## src/rtl/fdivsqrt_sequencer.sv

```systemverilog
// Control sequencer for an iterative FP divide / square-root datapath.
// Steps each operation through pre-normalization, iteration, rounding or special-result paths.
module fdivsqrt_sequencer #(
   parameter int unsigned NITER = 14
) (
   input  logic       clk,
   input  logic       reset,
   input  logic       StartE,
   input  logic       OpType,
   input  logic [2:0] Ztype,
   input  logic       InvalidIn,
   input  logic       DenormIn,
   input  logic       FlushE,
   output logic       Busy,
   output logic       LoadOperands,
   output logic       NormEn,
   output logic       IterEn,
   output logic [4:0] IterCount,
   output logic       RoundEn,
   output logic [2:0] SpecialSel,
   output logic       OpTypeQ,
   output logic       ResultValid,
   output logic       InvalidFlag,
   output logic       DivZeroFlag
);

   localparam logic [4:0] LastIter = 5'(NITER - 1);
   localparam logic [2:0] ZNormal  = 3'b000;
   localparam logic [2:0] ZDivZero = 3'b110;

   typedef enum logic [2:0] {StIdle, StNorm, StIter, StRound, StSpecial, StDone} state_e;

   state_e state_q;
   logic   accept;

   // Acceptance is only possible in IDLE; flush and reset both veto it.
   assign accept       = (state_q == StIdle) & StartE & ~FlushE & ~reset;
   assign LoadOperands = accept;

   always_ff @(posedge clk) begin
      if (reset) begin
         state_q     <= StIdle;
         IterCount   <= 5'd0;
         SpecialSel  <= 3'b000;
         OpTypeQ     <= 1'b0;
         InvalidFlag <= 1'b0;
         DivZeroFlag <= 1'b0;
      end else if (FlushE) begin
         state_q <= StIdle;
      end else begin
         unique case (state_q)
            StIdle: begin
               if (StartE) begin
                  SpecialSel  <= Ztype;
                  OpTypeQ     <= OpType;
                  InvalidFlag <= InvalidIn;
                  DivZeroFlag <= (Ztype == ZDivZero) & ~OpType;
                  IterCount   <= 5'd0;
                  if ((Ztype != ZNormal) || InvalidIn) begin
                     state_q <= StSpecial;
                  end else if (DenormIn) begin
                     state_q <= StNorm;
                  end else begin
                     state_q <= StIter;
                  end
               end
            end
            StNorm:    state_q <= StIter;
            StIter: begin
               IterCount <= IterCount + 5'd1;
               if (IterCount == LastIter) begin
                  state_q <= StRound;
               end
            end
            StRound:   state_q <= StDone;
            StSpecial: state_q <= StDone;
            StDone:    state_q <= StIdle;
            default:   state_q <= StIdle;
         endcase
      end
   end

   // Strobes decode directly from the state register, so they are glitch-free and exclusive.
   assign Busy        = (state_q != StIdle);
   assign NormEn      = (state_q == StNorm);
   assign IterEn      = (state_q == StIter);
   assign RoundEn     = (state_q == StRound);
   assign ResultValid = (state_q == StDone);

endmodule

```

## config.mk

```make
export PLATFORM = sky130hd
export DESIGN_NAME = fdivsqrt_sequencer
export DESIGN_NICKNAME = d
export VERILOG_FILES = /design/src/rtl/fdivsqrt_sequencer.sv
export SDC_FILE = /design/constraint.sdc
export NUM_CORES = 1
export LEC_CHECK = 0
export CAP_MARGIN = 20
export CORE_ASPECT_RATIO = 1.2
export CORE_MARGIN = 2
export CORE_UTILIZATION = 39
export DETAILED_ROUTE_END_ITERATION = 10
export PLACE_DENSITY = 0.72
export SYNTH_ARGS = -nofsm -noshare
export SYNTH_HDL_FRONTEND = slang
export SYNTH_SLANG_ARGS = --single-unit
```

## constraint.sdc

```tcl
create_clock -name clk -period 1.5 [get_ports clk]
set_input_delay 0.15 -clock clk [delete_from_list [all_inputs] [get_ports clk]]
set_output_delay 0.15 -clock clk [all_outputs]
set_load 0.1 [all_outputs]
```

# Word-level counts from Yosys, hierarchy flattened
# Index checks and enable logic that the tools add are counted.
dict set report totals {
  register_bits 14
  word_cells 40
  output_inout_bits 17
}
dict set report op_classes {
  reduce_logical 10
  n_mux 7
  bitwise_logic 7
  n_addsub 1
  n_eq_ne 9
}
# op count
set ops {}
lappend ops {{$pmux W3 S4} 1}
lappend ops {{$pmux W5 S2} 1}
lappend ops {{$eq A3 B3 Y1 const B} 3}
lappend ops {{$mux W3} 3}
lappend ops {{$eq A3 B2 Y1 const B} 2}
lappend ops {{$reduce_and A3 Y1} 2}
lappend ops {{$reduce_bool A3 Y1} 2}
lappend ops {{$add A5 B1 Y5 const B} 1}
lappend ops {{$eq A5 B4 Y1 const B} 1}
lappend ops {{$mux W5} 1}
lappend ops {{$and A1 B1 Y1} 4}
lappend ops {{$reduce_or A2 Y1} 2}
lappend ops {{$eq A3 B1 Y1 const B} 1}
lappend ops {{$logic_not A3 Y1} 1}
lappend ops {{$not A1 Y1} 3}
lappend ops {{$mux W2} 1}
lappend ops {{$ne A2 B1 Y1 const B} 1}
lappend ops {{$ne A2 B2 Y1 const B} 1}
lappend ops {{$reduce_and A2 Y1} 1}
lappend ops {{$reduce_bool A2 Y1} 1}
lappend ops {{$logic_or A1 B1 Y1} 1}

# Logic depth before layout (Yosys ltp)
dict set report logic_depth {
  ltp_word 5
  mapped_depth 5
}

# Worst setup path after synthesis
# No wires, ideal clock.
dict set report synth_path {
  path_kind {register -> output}
  start {register state_q[1]}
  end {output LoadOperands}
  stages_incl_launch_ff 5
  path_buffers 2
  path_slack_ps -1815
  arrival_time_ps 3165
  path_cell_list {dfxtp_1 > clkbuf_1 > or4_1 > clkbuf_1 > nor3_1}
}
dict set report synth_via {
  elab_chain_cells 4
}
# item line
set synth_lines {}
lappend synth_lines {{from (decl)} 33} ;# state_e state_q;
lappend synth_lines {{from (signal assigned)} 42} ;# state_q <= StIdle;
lappend synth_lines {{from (signal assigned)} 49} ;# state_q <= StIdle;
lappend synth_lines {{from (signal assigned)} 60} ;# state_q <= StSpecial;
lappend synth_lines {{$logic_not A3 Y1} 37} ;# assign accept = (state_q == StIdle) & StartE & ~FlushE & ~reset;
lappend synth_lines {{$and A1 B1 Y1 (3 in series)} 37}
lappend synth_lines {{to (decl)} 15} ;# output logic LoadOperands,
# No other way between the ends.

# Worst setup path after layout
# Same ends and word-level chain as after synthesis.

==> impl_metrics.json <==
{
  "worstReg2RegStart": "state_q[2]$_SDFFE_PP0P_",
  "post-place-ws_ns": -0.486,
  "clkSinkCount": 14,
  "cts_buffers": 3,
  "skew_ns": 0.00212,
  "portBuffers": 26,
  "outcome": "finished with violations",
  "syn_inst": 89,
  "hold_slack_ns": 0.122,
  "finalWorstSetupSlack_ns": -0.211,
  "r2r_cells": 4,
  "crit_end": "LoadOperands",
  "critPathLaunch": "state_q[1]$_SDFFE_PP0P_",
  "finalSetupViolCount": 9,
  "overflow": 0,
  "ys_types": 30,
  "slew_headroom": 0.722,
  "start_kind": "flip-flop",
  "drtPass1Iterations": 4,
  "powerDensity_nw_per_um2": 586,
  "fp.dieH_um": 52.1,
  "rsz0062_at_grt": "true",
  "critical_path.max_fanout": 3,
  "fin_total_pwr_uw": 912,
  "wirelength_um": 2640,
  "io_pins": 27,
  "drtIter0Drc": 23,
  "post_drt_wl_per_cell_um": 16.9,
  "antenna_found_initial": 0,
  "post_layout_nonfiller_instances": 156,
  "syn_nets": 101,
  "critPathCaptureType": "primary output",
  "grt_pass1_wl_um": 3820,
  "die_area_um2": 2300,
  "antennaDiodeCount": 0,
  "cts_tree": "built",
  "initial_utilization": 0.412,
  "synth_area_per_cell_um2": 8.46,
  "clk_pin_slew_worst_paths_ns": 0.09,
  "clock.fmax_ghz": 0.584,
  "crit_type": "reg2out",
  "ys_warn_count": 0,
  "dp_hpwl_um": 1710,
  "drive_gt1_frac": 0.606,
  "vdd_drop_max_v": 0.000664,
  "postLayoutCoreUtil": 0.851,
  "rows": 17,
  "clock_latency_ns": 0.29,
  "syn_to_final_growth_pct": 107,
  "grt_pass1_vias": 887,
  "h-tree-depth": 1,
  "hold_class": "in2reg",
  "dp.cells": 146,
  "routed_via_density": 5.81,
  "tightestPinTransition_ns": 0.416,
  "violations": "setup timing",
  "rrSetupSlack_ns": -0.14,
  "drv_slew": 0,
  "coreArea_um2": 1830,
  "period_share": 1.14,
  "root_buffer": "clkbuf_4",
  "leakagePower_nw": 0.601,
  "netlist_area_um2": 753,
  "nNetsFinal": 150,
  "cp.arrival_ns": 1.56,
  "synth-seq-cells": 14,
  "final_area_um2": 1560,
  "grt_max_degree": 11,
  "ant_nets": 0,
  "grt_use_total": 0.224,
  "period_minus_slack_ns": 1.71,
  "cp_data_required_time_ns": 1.35,
  "drc": 0,
  "gp_congestion": 0.778,
  "die_w_um": 44.1,
  "finalHoldViolCount": 0,
  "cts_buffer_depth": 2,
  "seq_area_frac_synth": 0.372,
  "worstReg2RegEnd": "IterCount[4]$_SDFFE_PP0P_",
  "place_area_um2": 1380,
  "vias": 907,
  "totalNegativeSetupSlack_ns": -0.652,
  "drv_cap": 0
}
[cell type report]
type	count	area, um^2
flip-flops and latches	14	297
inverters	3	15.0
clock buffers	3	22.5
well taps	19	23.8
clock inverters	1	3.75
repair buffers	50	621
multi-input cells	66	574
fillers	98	273
[flip-flops by register name, summed over array words and instances (netlist names)]
name         cells
IterCount        5
OpTypeQ          1
InvalidFlag      1
state_q          3
DivZeroFlag      1
SpecialSel       3
[power breakdown]
part	internal (mW)	switching (mW)	total, mW	leakage [nW]
clock network	0.0971	0.140	0.237	0.0154
logic	0.123	0.166	0.290	0.468
registers	0.377	0.00907	0.386	0.118
total	0.597	0.315	0.912	0.601
[cell usage after synthesis, drive strengths merged]
cell type | n | area share
a2111oi | 1 | 0.012
a21o | 1 | 0.010
a21oi | 13 | 0.086
a221oi | 2 | 0.032
and3b | 1 | 0.012
and4bb | 1 | 0.017
clkbuf | 6 | 0.030
clkinv | 1 | 0.0050
dfxtp | 14 | 0.37
ha | 2 | 0.033
inv | 2 | 0.010
nand2 | 2 | 0.010
nand3 | 7 | 0.047
nand4 | 1 | 0.0083
nor2 | 2 | 0.010
nor2b | 4 | 0.033
nor3 | 1 | 0.0066
nor3b | 1 | 0.010
nor4 | 1 | 0.017
o211ai | 2 | 0.020
o21ai | 9 | 0.060
o31a | 1 | 0.013
o31ai | 1 | 0.010
or2 | 4 | 0.033
or3 | 3 | 0.025
or4 | 3 | 0.035
or4b | 3 | 0.045
[cells by family (layout without fill, tap and decap cells)]
kind of cell,after synthesis,after routing,synth area share
adder cells (fa/ha/maj),2,2,0.0332
buffers and inverters,9,57,0.0448
AO/OA/AOI/OAI,30,30,0.243
AND/OR/NAND/NOR,34,34,0.307
flip-flops,14,14,0.372
[metal layers]
metal | vias to the layer above | track usage | share of wire
met5 | - | 0 | 0
met2 | 30 | 0.409 | 0.55
met4 | 0 | 0.106 | 0.010
met3 | 4 | 0.0347 | 0.047
met1 | 443 | 0.245 | 0.39
li1 | 430 | - | -
[worst max-delay path, stage by stage, from the launching register on]
cell and delay, ns:
dfxtp_2 0.34, or4_4 0.56, nor3_4 0.16, buf_12 0.20
[layout by cell type (no fill, tap or decap), types with 2 or more instances in the layout]
cell type	instances
buf_6	2
or2_2	2
clkdlybuf4s50_1	4
or4b_4	3
buf_4	21
nor2b_4	2
or2_4	2
o21ai_1	5
or3_4	2
nor2_1	2
nand3_1	7
buf_12	17
clkinv_1	2
a21oi_1	8
dfxtp_1	7
nor2b_1	2
or4_4	3
a21oi_2	4
dfxtp_2	4
a221oi_2	2
o211ai_1	2
o21ai_0	4
dfxtp_4	3
dlygate4sd2_1	2
clkbuf_4	3
[how the worst min path moves through the flow]
stage / slack (ns) / endpoint / startpoint / cells after the start
after global placement: 0.50 / SpecialSel[2]$_SDFFE_PP0P_ / SpecialSel[2]$_SDFFE_PP0P_ / 2
after floorplan: 0.30 / InvalidFlag$_SDFFE_PP0P_ / InvalidIn / 2
final: 0.12 / SpecialSel[0]$_SDFFE_PP0P_ / Ztype[0] / 3
after CTS: 0.29 / SpecialSel[0]$_SDFFE_PP0P_ / Ztype[0] / 3
after detailed placement: 0.51 / SpecialSel[1]$_SDFFE_PP0P_ / SpecialSel[1]$_SDFFE_PP0P_ / 2
after global routing: 0.15 / SpecialSel[0]$_SDFFE_PP0P_ / Ztype[0] / 3
[timing repair]
action / in CTS / in global routing
endpoints found under the setup margin: 13 / 12
hold buffers: 0 / 0
setup buffers: 1 / 5
pin swaps: 5 / 11
cloned: 0 / 0
resized for setup: 14 / 27
Note: power is estimated with default switching activity, not from simulation.
